## src/rtl/ps2_host_tx.sv

```systemverilog
`default_nettype none
// ============================================================================
//  Module   : ps2_host_tx
//  Purpose  : Host-to-device PS/2 transmitter. Sends one command byte to the
//             device using the request-to-send sequence, then checks the
//             device ACK. Both open-drain lines are driven through
//             low-enables; the top level ties pin = oe ? 1'b0 : 1'bz.
//  Ports    : clk, rst_n        system clock, async active-low reset
//             ps2_clk/ps2_data  sampled PS/2 pins
//             ps2_clk_oe        1 = pull PS/2 clock low
//             ps2_data_oe       1 = pull PS/2 data low
//             tx_data/tx_valid  command byte and send request
//             tx_ready          1 = idle, byte accepted on tx_valid
//             busy              1 = transaction in progress
//             done              one-cycle pulse at end of transaction
//             ack_err           valid with done, 1 = device did not ACK
//             timeout           one-cycle pulse on watchdog abort
//  Options  : PS2_TX_TIMEOUT_EN  builds the watchdog; otherwise timeout = 0
//  Revision : 1.0  initial release
// ============================================================================
module ps2_host_tx #(
    parameter int INHIBIT_CYCLES = 5000,
    parameter int RTS_CYCLES     = 50,
    parameter int TIMEOUT_CYCLES = 1000000
) (
    input  logic       clk,
    input  logic       rst_n,
    input  logic       ps2_clk,
    input  logic       ps2_data,
    output logic       ps2_clk_oe,
    output logic       ps2_data_oe,
    input  logic [7:0] tx_data,
    input  logic       tx_valid,
    output logic       tx_ready,
    output logic       busy,
    output logic       done,
    output logic       ack_err,
    output logic       timeout
);

    localparam int c_CNT_MAX = (INHIBIT_CYCLES > RTS_CYCLES) ? INHIBIT_CYCLES : RTS_CYCLES;
    localparam int c_CNT_W   = $clog2(c_CNT_MAX + 1);
    localparam logic [c_CNT_W-1:0] c_INH_LAST = c_CNT_W'(INHIBIT_CYCLES - 1);
    localparam logic [c_CNT_W-1:0] c_RTS_LAST = c_CNT_W'(RTS_CYCLES - 1);
    // bitcnt value seen when the 11th falling edge arrives
    localparam logic [3:0] c_LAST_FALL = 4'd10;

    typedef enum logic [2:0] {
        S_IDLE      = 3'd0,
        S_INHIBIT   = 3'd1,
        S_RTS       = 3'd2,
        S_SEND      = 3'd3,
        S_ACK       = 3'd4,
        S_WAIT_IDLE = 3'd5
    } state_t;

    state_t             r_state;
    state_t             w_state_nxt;

    logic               r_clk_meta;
    logic               r_clk_sync;
    logic               r_clk_prev;
    logic               r_data_meta;
    logic               r_data_sync;
    logic               w_fall;

    logic [c_CNT_W-1:0] r_cnt;
    logic [3:0]         r_bitcnt;
    logic [7:0]         r_byte;
    logic               r_parity;
    logic               r_ack_err;

    logic               w_accept;
    logic               w_ack_sample;
    logic               w_wdog_hit;
    logic [15:0]        w_frame;
    logic               w_bit;

    assign w_fall = r_clk_prev & ~r_clk_sync;

    // Frame indexed by bitcnt: start, b0..b7, parity, stop. Indices past the
    // stop bit read as 1 so the data line stays released.
    assign w_frame = {5'b11111, 1'b1, r_parity, r_byte, 1'b0};
    assign w_bit   = w_frame[r_bitcnt];

`ifdef PS2_TX_TIMEOUT_EN
    localparam int c_WD_W = $clog2(TIMEOUT_CYCLES + 1);
    localparam logic [c_WD_W-1:0] c_WD_LAST = c_WD_W'(TIMEOUT_CYCLES - 1);

    logic [c_WD_W-1:0] r_wdog;
    logic              w_wdog_run;

    // Runs from SEND entry until the transaction leaves the device-paced part.
    assign w_wdog_run = (r_state == S_SEND) || (r_state == S_ACK) || (r_state == S_WAIT_IDLE);
    assign w_wdog_hit = w_wdog_run && (r_wdog == c_WD_LAST);

    always_ff @(posedge clk or negedge rst_n) begin
        if (!rst_n) begin
            r_wdog <= '0;
        end else if (!w_wdog_run) begin
            r_wdog <= '0;
        end else begin
            r_wdog <= r_wdog + c_WD_W'(1);
        end
    end
`else
    // No watchdog in this build; the parameter only keeps the interface stable.
    assign w_wdog_hit = 1'b0 & (TIMEOUT_CYCLES != 0);
`endif

    assign timeout = w_wdog_hit;
    // On a watchdog abort the error must be visible in the same cycle as done.
    assign ack_err = r_ack_err | w_wdog_hit;

    // ------------------------------------------------------------------------
    // State register
    // ------------------------------------------------------------------------
    always_ff @(posedge clk or negedge rst_n) begin
        if (!rst_n) begin
            r_state <= S_IDLE;
        end else begin
            r_state <= w_state_nxt;
        end
    end

    // ------------------------------------------------------------------------
    // Next state and line/handshake outputs. Outputs decode from the state so
    // an asynchronous reset releases both lines immediately.
    // ------------------------------------------------------------------------
    always_comb begin
        w_state_nxt  = r_state;
        ps2_clk_oe   = 1'b0;
        ps2_data_oe  = 1'b0;
        tx_ready     = 1'b0;
        busy         = 1'b1;
        done         = 1'b0;
        w_accept     = 1'b0;
        w_ack_sample = 1'b0;

        case (r_state)
            S_IDLE: begin
                busy     = 1'b0;
                tx_ready = 1'b1;
                if (tx_valid) begin
                    w_accept    = 1'b1;
                    w_state_nxt = S_INHIBIT;
                end
            end
            S_INHIBIT: begin
                ps2_clk_oe = 1'b1;
                if (r_cnt == c_INH_LAST) begin
                    w_state_nxt = S_RTS;
                end
            end
            S_RTS: begin
                ps2_clk_oe  = 1'b1;
                ps2_data_oe = 1'b1;
                if (r_cnt == c_RTS_LAST) begin
                    w_state_nxt = S_SEND;
                end
            end
            S_SEND: begin
                ps2_data_oe = ~w_bit;
                if (w_fall && (r_bitcnt == c_LAST_FALL)) begin
                    w_ack_sample = 1'b1;
                    w_state_nxt  = S_ACK;
                end
            end
            S_ACK: begin
                w_state_nxt = S_WAIT_IDLE;
            end
            S_WAIT_IDLE: begin
                if (r_clk_sync && r_data_sync) begin
                    done        = 1'b1;
                    w_state_nxt = S_IDLE;
                end
            end
            default: begin
                w_state_nxt = S_IDLE;
            end
        endcase

        if (w_wdog_hit) begin
            ps2_clk_oe  = 1'b0;
            ps2_data_oe = 1'b0;
            done        = 1'b1;
            w_state_nxt = S_IDLE;
        end
    end

    // ------------------------------------------------------------------------
    // Synchronizers, byte latch, delay counter, falling-edge counter, ACK flag
    // ------------------------------------------------------------------------
    always_ff @(posedge clk or negedge rst_n) begin
        if (!rst_n) begin
            // Idle-high reset values avoid a false fall after reset release.
            r_clk_meta  <= 1'b1;
            r_clk_sync  <= 1'b1;
            r_clk_prev  <= 1'b1;
            r_data_meta <= 1'b1;
            r_data_sync <= 1'b1;
            r_cnt       <= '0;
            r_bitcnt    <= '0;
            r_byte      <= '0;
            r_parity    <= 1'b0;
            r_ack_err   <= 1'b0;
        end else begin
            r_clk_meta  <= ps2_clk;
            r_clk_sync  <= r_clk_meta;
            r_clk_prev  <= r_clk_sync;
            r_data_meta <= ps2_data;
            r_data_sync <= r_data_meta;

            if (w_accept) begin
                r_byte   <= tx_data;
                r_parity <= ~^tx_data;
            end

            if (r_state != w_state_nxt) begin
                r_cnt <= '0;
            end else if ((r_state == S_INHIBIT) || (r_state == S_RTS)) begin
                r_cnt <= r_cnt + c_CNT_W'(1);
            end

            if (r_state == S_RTS) begin
                r_bitcnt <= '0;
            end else if ((r_state == S_SEND) && w_fall) begin
                r_bitcnt <= r_bitcnt + 4'd1;
            end

            if (w_accept) begin
                r_ack_err <= 1'b0;
            end else if (w_wdog_hit) begin
                r_ack_err <= 1'b1;
            end else if (w_ack_sample) begin
                r_ack_err <= r_data_sync;
            end
        end
    end

endmodule
`default_nettype wire

```

## config.mk

```make
export PLATFORM = sky130hd
export DESIGN_NAME = ps2_host_tx
export DESIGN_NICKNAME = d
export VERILOG_FILES = /design/src/rtl/ps2_host_tx.sv
export SDC_FILE = /design/constraint.sdc
export NUM_CORES = 1
export LEC_CHECK = 0
export BUFFER_PORTS_ARGS = -buffer_cell sky130_fd_sc_hd__buf_2
export CORE_MARGIN = 10
export CORE_UTILIZATION = 50
export DETAILED_ROUTE_END_ITERATION = 8
export HOLD_SLACK_MARGIN = 0.08
export PLACE_DENSITY = 0.77
export SYNTH_ARGS = -nofsm -noshare
export SYNTH_HDL_FRONTEND = slang
export SYNTH_SLANG_ARGS = --single-unit
```

## constraint.sdc

```tcl
create_clock -name clk -period 3.7 [get_ports clk]
set_input_delay 0.555 -clock clk [delete_from_list [all_inputs] [get_ports clk]]
set_output_delay 0.555 -clock clk [all_outputs]
set_load 0.05 [all_outputs]
```

Yosys cells after proc, flatten, opt, wreduce, memory -nomap -nowiden

Cells that the tools add are included.

$lt $le $gt $ge: 1
Bitwise logic cells: 3
Muxes and demuxes: 24
Add/sub/neg operators: 2
Reductions and logical operators: 10
Equality and inequality tests: 9

Operators by type and width:

| operator              | count |
|---|---|
| $mux 13               | 2 |
| $pmux 3 s6            | 1 |
| $mux 3                | 5 |
| $add 13x1->13 const B | 1 |
| $eq 13x13->1 const B  | 1 |
| $eq 13x6->1 const B   | 1 |
| $mux 1                | 12 |
| $mux 4                | 2 |
| $reduce_xnor 8->1     | 1 |
| $eq 3x2->1 const B    | 2 |
| $eq 3x3->1 const B    | 2 |
| $reduce_bool 2->1     | 3 |
| $lt 4x5->1 const B    | 1 |
| $add 4x1->4 const B   | 1 |
| $bmux 1 s4            | 1 |
| $eq 4x4->1 const B    | 1 |
| $eq 3x1->1 const B    | 1 |
| $logic_and 1x1->1     | 3 |
| $logic_not 3->1       | 1 |
| $ne 3x3->1            | 1 |
| $not 1->1             | 2 |
| $pmux 1 s2            | 1 |
| $reduce_or 2->1       | 1 |
| $and 1x1->1           | 1 |
| $logic_or 1x1->1      | 1 |

Flip-flop bits (word level): 35
Logic and storage cells: 60
Bits of input ports: 13
Output and inout bits: 7

Depth between registers and ports, before layout

Gate-level depths: netlist (run 1).

Word-level depth: 7
Depth in mapped cells: 7
Gate-level depth less buffers: 6

Least setup slack after synthesis (run 1)

No wires, ideal clock.

Path type: register to output
Start: reg r_state[0]
End: out busy
Arrival: 2.362 ns
Path buffers: 1
Setup slack: 0.783 ns
Data required time: 3.145 ns
Cell stages (with the launch flop): 4
Cell sequence: dfrtp_1 -> clkbuf_1 -> nor3_1 -> inv_1

Longest elaborated chain between the ends: 2

Ends and longest elaborated chain:

| item                   | RTL line | source |
|---|---|---|
| start, declared        | 57       | `state_t r_state;` |
| start signal, assigned | 122      | `r_state <= w_state_nxt;` |
| $logic_not 3->1        | 140      | `case (r_state)` |
| $mux 1                 | 140      |  |
| end, declared          | 35       | `output logic busy,` |

No other way between the ends.

Final worst setup path (run 1)

Start: reg r_bitcnt[0]
End: reg r_cnt[4]

Longest elaborated chain between the ends: 6
Elaborated cells between the ends (all ways): 7
Classes of those cells: eq/ne: 2; mux: 3; reduce/logical: 2

Ends and longest elaborated chain:

| item                                                | RTL line | source |
|---|---|---|
| start, declared                                     | 68       | `logic [3:0] r_bitcnt;` |
| start signal, assigned                              | 228      | `r_bitcnt <= r_bitcnt + 4'd1;` |
| $eq 4x4->1 *                                        | 164      | `if (w_fall && (r_bitcnt == c_LAST_FALL)) begin` |
| $logic_and 1x1->1 *                                 | 164      |  |
| $mux 3 *                                            | 164      |  |
| $pmux 3 s6 *                                        | 140      |  |
| $ne 3x3->1 *                                        | 219      | `if (r_state != w_state_nxt) begin` |
| $mux 13 / $reduce_bool 2->1 (equally long branches) | --       |  |
| end signal, assigned                                | 222      | `r_cnt <= r_cnt + c_CNT_W'(1);` |
| end, declared                                       | 67       | `logic [c_CNT_W-1:0] r_cnt;` |

Mark *: on every way between the ends. The rest lies on a longest branch, timed or not.
A chain may end at the register's enable or synchronous reset.

==> run metrics, run 1 <==
pins over their slew limit=0; layout cells sized above 1=22.6%; Worst-path clk slew=0.08 ns; Hold Fails Final Rpt=0; WL per Instance=16.2 um; register share of total power=55.5%; Compound-Gate Fraction of Synth Area=8.79%; Worst Hold Class=input port to asynchronous set/reset pin; Area growth, synth to finish=9.38%; via density per instance=6.05; startpoint class of the critical path=register; CTS HTree Levels=2; # setup viols final=0; Tmin final=2.59 ns; Synth Area in Simple Gates=21.5%; status=finished clean; Remaining Overflow, GRT=0; number of global-route vias before repair=1481; DP Worst Slack=1.26 ns; Crit. End Element=register; register area=882 um2; overall power=702 uW; ANT cells=0; Synth Warn #=0; Clock power frac=39.8%; Final ANT Viol Nets=0; PwrDens=337 nW/um2; CTS tree=yes; CP max stage cell=o221ai_1; Detailed Routing Iterations Pass 1=4; GRT Total Usage=13.3%; net switching power=151 uW; Max Root-Sink Buffers=2; Die Span Y=81.8 um; setup TNS=0 ns; Sink Count=35; WP data arrival=2.71 ns; Post-Syn Instances=182; Worst Tran Pin Value=1.14 ns; hpwl dp=2820 um; worst path buffer plus inverter count=1; Syn Area/Cell=10.5 um2; final worst slack=1.11 ns; post-synth cell types=44; RSZ-0062 raised after global routing=no; f_max=0.386 GHz; # IOs=20; commonest non-fill, non-tap cell in the layout=dfrtp_1; dominant synthesized flop cell=dfrtp_1; Seq cells post-synth=35; syn_nets=199; floorplan row count=22; max-cap violations=0; Seq/Total Area, Yosys=46.3%; cts hold-fix bufs=0; Layout fillers=303; Max Fanout on Critical Path=13; Final Skew=0.0132 ns; cell internal pwr=551 uW; Starting Density=52.1%; crit path cell chain=inv_1, ha_1, nor4bb_1, nand3_1, o221ai_1, nor3_1; number of synthesized flops with an enable pin=0; delay-heaviest family, CP=compound AO/OA/AOI/OAI gates; Root Buffer=clkbuf_8; final wirelength=3950 um; combinational share of power=4.8%; largest net degree at the start of global routing=36; Rel. slew slack=24.3%; worst-case vdd ir drop=169 uV; Setup CP Type=register to register; CP Data Required Time=3.81 ns; vias=1469; largest family of logic cells by synthesized area=simple AND/OR/NAND/NOR gates; sw frac=21.5%; initial antenna violation count=0; postcts setup bufs=0; Post-Syn Area=1910 um2; core area=3660 um2; clk_lat worst skew=0.29 ns; mux contribution to synthesized area=8.66%; RD Place Congestion=0.845; Post-Synth XOR/XNOR Area=7.74%; DR iter-0 viols=147; first-pass GRT wire length=6970 um; Adder-Cell Fraction of Synth Area=2.62%; Port Buffer Count=18; Residual DRC=0; period utilization=70.1%; die area=6680 um2; area of the multi-input gates=943 um2; peak per-stage delay on the critical path=0.89 ns; CTS buffer count=5; # resized after CTS=0; leakage=0.885 nW; Post-synth ARST share=100%; most frequent cells in the layout=dfrtp_1, buf_2, xnor2_1, nor3_1, mux2_2; fin nets=211; Die Width=81.8 um
-- area by class of cell --
type	count	share of cell area [%]
Multi-Input combinational cell	129	45.2
Sequential cell	35	42.3
Timing Repair Buffer	18	4.32
Clock buffer	7	4.14
Tap cell	48	2.88
Inverter	5	0.900
Clock inverter	1	0.240
-- cell usage after synthesis (5+ instances only) --
cell       n  area, um2
a211oi_1   5       37.5
clkbuf_1   9       33.8
dfrtp_1   30        751
dfstp_2    5        131
inv_1      5       18.8
mux2_2    10        113
nand2_1    6       22.5
nand3_1    9       45.0
nand4_1    6       37.5
nor2_1     6       22.5
nor3_1    12       60.1
o21ai_0    8       40.0
or3_1      7       43.8
xnor2_1   14        123
-- power groups by stage --
stage	clock network [mW]	registers (mW)	logic [mW]
after floorplan	0	0.396	0.0168
after global placement	0	0.396	0.0327
after detailed placement	0	0.396	0.0339
after CTS	0.288	0.389	0.0340
after global routing	0.307	0.389	0.0374
final	0.279	0.389	0.0334
-- final timing paths --
check	start	end	slack [ns]	depth (start not counted)
max in group asynchronous	rst_n	r_cnt[0]$_DFFE_PN0P_	2.89	1
min in group clk	r_data_meta$_DFF_PN1_	r_data_sync$_DFF_PN1_	0.36	0
worst max-delay path	r_bitcnt[0]$_DFFE_PN0P_	r_cnt[4]$_DFFE_PN0P_	1.11	6
worst min-delay path	rst_n	r_byte[7]$_DFFE_PN0P_	0.32	1
worst max register to register	r_bitcnt[0]$_DFFE_PN0P_	r_cnt[4]$_DFFE_PN0P_	1.11	6
worst min register to register	r_data_meta$_DFF_PN1_	r_data_sync$_DFF_PN1_	0.36	0
-- state kept, by name (all words and copies together) (netlist names) --
name and flops:
r_parity 1, r_state 3, r_data_meta 1, r_bitcnt 4, ack_err 1, r_clk_meta 1
r_data_sync 1, r_byte 8, r_cnt 13, r_clk_prev 1, r_clk_sync 1
-- routing by layer --
metal | vias to the layer above | GRT usage, % | wire [um]
met2 | 56 | 21.4 | 1950
met5 | - | 0 | 0
met4 | 0 | 7.14 | 97
li1 | 682 | - | -
met3 | 10 | 3.93 | 258
met1 | 721 | 15.6 | 1640
-- worst register-to-register path, stage by stage, from the launching register on --
cell and delay (ns):
dfrtp_1 0.46, inv_1 0.11, ha_1 0.14, nor4bb_1 0.49
nand3_1 0.20, o221ai_1 0.89, nor3_1 0.14
-- per-stage QoR --
step	cells	hold WS (ns)	area [um2]	utilization, %
after floorplan	182	0.259	1910	-
after global placement	235	0.347	1990	54.5
after detailed placement	235	0.347	1990	54.5
after CTS	243	0.351	2090	57.0
after global routing	243	0.353	2090	57.0
final	243	0.323	2090	57.0
-- kinds of logic after synthesis --
family	after synthesis
AOI/OAI and AO/OA	25
xor gates and xnor gates	16
adders and majority gates	4
buffers and inverters	18
DFF	35
muxes	14
other	1
and+or+nand+nor	69
Note: power is estimated with default switching activity, not from simulation.
==> inputs of run 2 (changes only) <==
--- a/config.mk
+++ b/config.mk
@@ -5,12 +5,13 @@
 export SDC_FILE = /design/constraint.sdc
 export NUM_CORES = 1
 export LEC_CHECK = 0
+export ABC_AREA = 1
 export BUFFER_PORTS_ARGS = -buffer_cell sky130_fd_sc_hd__buf_2
 export CORE_MARGIN = 10
 export CORE_UTILIZATION = 50
 export DETAILED_ROUTE_END_ITERATION = 8
 export HOLD_SLACK_MARGIN = 0.08
-export PLACE_DENSITY = 0.77
+export PLACE_DENSITY = 0.78
 export SYNTH_ARGS = -nofsm -noshare
 export SYNTH_HDL_FRONTEND = slang
 export SYNTH_SLANG_ARGS = --single-unit
==> constraint.sdc (replaced) <==
create_clock -name clk -period 2.6 [get_ports clk]
set_input_delay 0.39 -clock clk [delete_from_list [all_inputs] [get_ports clk]]
set_output_delay 0.39 -clock clk [all_outputs]
set_load 0.05 [all_outputs]
==> run 2 against run 1 <==
Clock skew hardly changed. Flip-flop and latch count stayed put. Final area grew 2.6%. Critical path type is now register to output pin. Critical endpoint is now ps2_data_oe. Via count grew 5.6%. Largest cell class is now flip-flops and latches. Sequential power rose by 42%. Hold slack got worse by 0.17 ns. Combinational power grew 39%.
==> run metrics, run 2 <==
status=finished clean; Largest Register=r_cnt; commonest non-fill, non-tap cell in the layout=nand2_1; startpoint class of the critical path=register; die area=6620 um2 (-0.94%); count leader, synth=nand2_1; vias=1551 (+5.6%); setup TNS=0 ns (unchanged); Worst Tran Pin Value=0.728 ns (-0.408 ns); ANT cells=0 (unchanged); Synth area leaders=dfrtp_1, nand2_1, inv_1; # IOs=20 (unchanged); R2R Path End=r_cnt[12]$_DFFE_PN0P_; CTS tree=yes; most frequent cells in the layout=nand2_1, inv_1, nor2_1, dfrtp_1, nand3_1; Max Fanout on Critical Path=11 (-2); post-synth cell types=25 (-43%); number of synthesized flops with an enable pin=0 (unchanged); floorplan row count=22 (unchanged); R2R setup slack=0.85 ns (-0.26 ns); largest net degree at the start of global routing=36 (unchanged); Post-Syn Instances=248 (+36%); Sink Count=35 (unchanged); Hold Fails Final Rpt=0 (unchanged); period utilization=82.5%; top-area cell type share of the netlist area=39.9% (+0.50 points); # resized after CTS=0 (unchanged); Starting Density=51.4% (-0.65 points); f_max=0.466 GHz; fin nets=286 (+36%); Worst Hold Class=input port to asynchronous set/reset pin; Rel. slew slack=51.4% (+27 points); leakage=1.11 nW (+26%); CTS HTree Levels=2 (unchanged); WL per Instance=11.3 um (-30%); Post-Syn Area=1880 um2 (-1.2%); Worst R2R Start=r_bitcnt[0]$_DFFE_PN0P_; clk_lat worst skew=0.29 ns (about the same); top flop regs=r_cnt x13, r_byte x8, r_bitcnt x4; cell taking the most area after synthesis=dfrtp_1; RD Place Congestion=0.885 (+4.7%); GRT Total Usage=12.1% (-1.2 points); Seq cells post-synth=35 (unchanged); CTS buffer count=5 (unchanged); Port Buffer Count=18 (unchanged); max reg flops=13 (unchanged); Post-synth ARST share=100% (unchanged); syn_nets=265 (+33%); initial antenna violation count=0 (unchanged); final wirelength=3590 um (-9.0%); dominant synthesized flop cell=dfrtp_1; Max Root-Sink Buffers=2 (unchanged); Synth Warn #=0 (unchanged); cts hold-fix bufs=0 (unchanged); first-pass GRT wire length=6220 um (-11%); core area=3660 um2 (unchanged); Final Util=58.4% (+1.5 points); CP Data Required Time=2.21 ns (-1.60 ns); overall power=1.17 mW (+66%); commonest cells in the netlist=nand2_1, inv_1, nor2_1; Root Buffer=clkbuf_8; Crit. End Element=output pin; PwrDens=545 nW/um2 (+62%); Seq/Total Area, Yosys=46.8% (+0.58 points); Area growth, synth to finish=13.6%; worst-case vdd ir drop=292 uV (+72%); DR iter-0 viols=69 (-53%); Final Skew=0.0129 ns (-0.000322 ns); Final ANT Viol Nets=0 (unchanged); Remaining Overflow, GRT=0 (unchanged); number of global-route vias before repair=1475 (-0.41%); hpwl dp=2740 um (-3.0%); Tmin final=2.14 ns; Syn Area/Cell=7.59 um2 (-28%); pins over their slew limit=0 (unchanged); Setup CP Type=register to output pin; Worst R2R Path Depth=10 (+4); Die Width=81.4 um (-0.47%); max-cap violations=0 (unchanged); Residual DRC=0 (unchanged); # setup viols final=0 (unchanged); postcts setup bufs=0 (unchanged); Worst-path clk slew=0.07 ns (about the same); via density per instance=4.88 (-19%); RSZ-0062 raised after global routing=no; layout cells sized above 1=13.0% (-9.6 points); WP data arrival=1.75 ns (-0.96 ns); Detailed Routing Iterations Pass 1=4 (unchanged); Die Span Y=81.4 um (-0.47%)
-- run 2: changes by cell type in the layout (fill, tap and decap cells not counted), moves of 5 or more --
| cell | delta |
|---|---|
| xnor2_1 | -7 |
| mux2_2 | -10 |
| o21ai_0 | +9 |
| inv_1 | +31 |
| nand3_1 | +10 |
| nor2_1 | +27 |
| a211oi_1 | -5 |
| nor3_1 | -9 |
| or3_1 | -7 |
| nand2_1 | +57 |
-- run 2: how the worst max path moves through the flow --
stage	from	endpoint	slack, ns	depth (start not counted)
2_1_floorplan	r_clk_sync$_DFF_PN1_	done	0.18	2
3_3_place_gp	r_bitcnt[0]$_DFFE_PN0P_	ps2_data_oe	0.86	7
3_5_place_dp	r_bitcnt[0]$_DFFE_PN0P_	ps2_data_oe	0.81	7
4_1_cts	r_bitcnt[0]$_DFFE_PN0P_	ps2_data_oe	0.46	7
5_1_grt	r_bitcnt[0]$_DFFE_PN0P_	ps2_data_oe	0.33	7
6_report	r_bitcnt[0]$_DFFE_PN0P_	ps2_data_oe	0.46	7
-- run 2: per-stage QoR --
step | std cells | area, um2 | setup WS (ns) | hold slack, ns
finish | 318 | 2140 | 0.456 | 0.154
global route | 318 | 2140 | 0.331 | 0.180
CTS | 318 | 2140 | 0.462 | 0.175
detailed placement | 310 | 2010 | 0.806 | 0.347
global placement | 310 | 2010 | 0.858 | 0.346
floorplan | 248 | 1880 | 0.181 | 0.0944
-- run 2: cell type report --
| class | instances | area, um2 |
|---|---|---|
| Fill cell | 329 | 1520 |
| Clock buffer | 6 | 72.6 |
| Clock inverter | 2 | 60.1 |
| Multi-Input combinational cell | 172 | 836 |
| Timing Repair Buffer | 18 | 90.1 |
| Tap cell | 48 | 60.1 |
| Inverter | 37 | 139 |
| Sequential cell | 35 | 882 |
-- run 2: routing by layer --
| layer | vias to the layer above | part of all wire [%] | track usage, % |
|---|---|---|---|
| li1 | 811 | - | - |
| met1 | 699 | 48 | 15.0 |
| met2 | 33 | 44 | 18.3 |
| met3 | 8 | 5.1 | 3.86 |
| met4 | 0 | 2.3 | 6.40 |
| met5 | - | 0 | 0 |
-- run 2: logic make-up (layout without fill, tap and decap cells) --
| logic type | count (synthesis) | count (layout) | synth area share (%) |
|---|---|---|---|
| compound gates | 26 | 26 | 7.04 |
| xor+xnor | 12 | 12 | 5.58 |
| simple gates | 129 | 129 | 28.9 |
| buf+inv | 41 | 63 | 8.77 |
| flops | 35 | 35 | 46.8 |
| fa+ha+maj | 4 | 4 | 2.66 |
| other cells | 1 | 1 | 0.199 |
-- run 2: critical path, stage by stage (launching register included) --
cell	delay [ns]
dfrtp_1	0.51
inv_1	0.14
nor2_1	0.12
o21ai_0	0.11
nand2_1	0.07
nand3_1	0.06
a21oi_1	0.16
buf_2	0.29
-- run 2: report_power, final --
part           switching [mW]  internal [mW]
Combinational          0.0290         0.0173
Sequential            0.00148          0.552
Clock                   0.184          0.383
Total                   0.215          0.952
==> inputs of run 3 (changes only) <==
--- a/config.mk
+++ b/config.mk
@@ -11,7 +11,7 @@
 export CORE_UTILIZATION = 50
 export DETAILED_ROUTE_END_ITERATION = 8
 export HOLD_SLACK_MARGIN = 0.08
-export PLACE_DENSITY = 0.78
+export PLACE_DENSITY = 0.8
 export SYNTH_ARGS = -nofsm -noshare
 export SYNTH_HDL_FRONTEND = slang
 export SYNTH_SLANG_ARGS = --single-unit
==> constraint.sdc (replaced) <==
create_clock -name clk -period 1.9 [get_ports clk]
set_input_delay 0.285 -clock clk [delete_from_list [all_inputs] [get_ports clk]]
set_output_delay 0.285 -clock clk [all_outputs]
set_load 0.05 [all_outputs]
==> run 3 against run 2 <==
Clock skew down 0.0056 ns. Routed wire length up 7.1%. Cell count increased by 1.3%. Combinational power grew 44%. Count of clock-buffer cells in the layout decreased by 1. Critical path type unchanged. Critical endpoint unchanged.
==> run metrics, run 3 (same netlist as run 2, synthesis figures left out) <==
status=finished clean; Area growth, synth to finish=17.2%; most frequent cells in the layout=nand2_1, inv_1, nor2_1, dfrtp_1, nand3_1; Worst-path clk slew=0.07 ns (about the same); Worst R2R Start=r_cnt[0]$_DFFE_PN0P_; met2 Use GR=20.5% (+2.2 points); Rel. slew slack=50.8% (-0.60 points); # setup viols final=0 (unchanged); CTS buffer count=5 (unchanged); leakage=1.13 nW (+1.6%); Max Root-Sink Buffers=2 (unchanged); R2R Path End=r_cnt[12]$_DFFE_PN0P_; Crit. End Element=output pin; die area=6620 um2 (unchanged); Detailed Routing Iterations Pass 1=4 (unchanged); CTS HTree Levels=2 (unchanged); crit path from=r_bitcnt[1]$_DFFE_PN0P_; clk_lat worst skew=0.29 ns (about the same); startpoint class of the critical path=register; Die Width=81.4 um (unchanged); number of global-route vias before repair=1594 (+8.1%); CTS tree=yes; largest net degree at the start of global routing=36 (unchanged); Remaining Overflow, GRT=0 (unchanged); Hold Path Depth=1; Final Skew=0.00727 ns (-0.00565 ns); initial antenna violation count=0 (unchanged); RD Place Congestion=0.895 (+1.1%); PwrDens=732 nW/um2 (+34%); Hold Fails Final Rpt=0 (unchanged); Hold EP=r_clk_meta$_DFF_PN1_; floorplan row count=22 (unchanged); met1 GRT Util=15.4% (+0.46 points); GRT busiest layer=met2; GRT Total Usage=12.6% (+0.57 points); Final Util=60.3% (+1.8 points); first-pass GRT wire length=6750 um (+8.4%); DR iter-0 viols=161 (+130%); Tmin final=1.79 ns; ANT cells=0 (unchanged); Max Fanout on Critical Path=6 (-5); setup TNS=0 ns (unchanged); f_max=0.559 GHz; CP Data Required Time=1.62 ns (-0.59 ns); pins over their slew limit=0 (unchanged); met3 usage=3.75% (-0.11 points); commonest non-fill, non-tap cell in the layout=nand2_1; fin nets=290 (+1.4%); period utilization=94.2%; RSZ-0062 raised after global routing=no; top flop regs=r_cnt x13, r_byte x8, r_bitcnt x4; final wirelength=3850 um (+7.1%); hold_sp=ps2_clk; Starting Density=51.4% (unchanged); # IOs=20 (unchanged); Port Buffer Count=18 (unchanged); worst-case vdd ir drop=518 uV (+78%); via density per instance=5.04 (+3.4%); Residual DRC=0 (unchanged); layout cells sized above 1=16.4% (+3.5 points); vias=1624 (+4.7%); Largest Register=r_cnt; Final ANT Viol Nets=0 (unchanged); Worst Hold Class=input port to register; WL per Instance=12.0 um (+5.8%); max-cap violations=0 (unchanged); Setup CP Type=register to output pin; hpwl dp=2830 um (+3.4%); Sink Count=35 (unchanged); R2R setup slack=0.26 ns (-0.59 ns); Root Buffer=clkbuf_8; max reg flops=13 (unchanged); Layout fillers=322 (-2.1%); core area=3660 um2 (unchanged); Die Span Y=81.4 um (unchanged); Worst R2R Path Depth=8 (-2); Worst Tran Pin Value=0.737 ns (+0.00895 ns); WP data arrival=1.50 ns (-0.25 ns)
[run 3: changes by cell type in the layout (fill, tap and decap cells not counted), moves of 2 or more]
cell / delta
buf_2: -2
dfrtp_1: -2
dfrtp_2: +2
dlygate4sd3_1: +2
inv_1: -2
inv_2: +2
[run 3: area by class of cell]
class                           instances  area (um2)  area share (%)
Timing Repair Buffer                   22         131            5.95
Tap cell                               48        60.1            2.72
Clock buffer                            5        68.8            3.12
Sequential cell                        35         885            40.1
Clock inverter                          3        67.6            3.06
Multi-Input combinational cell        172         856            38.8
Inverter                               37         139            6.29
[run 3: where the power goes]
group	internal, mW	total [mW]	switching [mW]
sequential	0.754	0.757	0.00214
combinational	0.0263	0.0667	0.0404
clock	0.523	0.792	0.269
total	1.30	1.62	0.311
[run 3: stage by stage]
stage	std cells	hold slack (ns)	area (um2)	power (mW)	setup WS, ns
detailed placement	311	0.347	2020	0.835	0.173
CTS	320	0.0868	2170	1.63	0.0332
finish	322	0.0979	2210	1.62	0.111
global placement	311	0.347	2020	0.834	0.259
global route	322	0.0827	2210	1.68	0.00725
floorplan	248	-0.0106	1890	0.803	0.136
[run 3: timing repair]
item	CTS	global route
hold buffers	1	1
gates resized for setup	2	7
endpoints found under the setup margin	1	8
endpoints found under the hold margin	6	1
buffers inserted	0	1
pin swaps	0	0
[run 3: how the worst max path moves through the flow]
| stage | to | slack [ns] | cells after the start |
|---|---|---|---|
| 6_report | ps2_data_oe | 0.11 | 8 |
| 2_1_floorplan | ps2_data_oe | 0.14 | 7 |
| 3_3_place_gp | r_cnt[12]$_DFFE_PN0P_ | 0.26 | 8 |
| 4_1_cts | ps2_data_oe | 0.03 | 6 |
| 3_5_place_dp | r_cnt[12]$_DFFE_PN0P_ | 0.17 | 10 |
| 5_1_grt | ps2_data_oe | 0.007 | 6 |
[run 3: per-layer routing]
layer	up-vias	share of wire [%]
met3	5	4.9
met5	-	0
li1	821	-
met2	33	47
met1	765	47
met4	0	1.6
[run 3: critical path, cell delays in order, from the launching register on]
cell     delay (ns)
dfrtp_2        0.45
inv_2          0.09
a21oi_1        0.05
o21ai_0        0.08
nand2_1        0.08
nand2_1        0.06
nand3_1        0.08
a21oi_2        0.15
buf_6          0.17
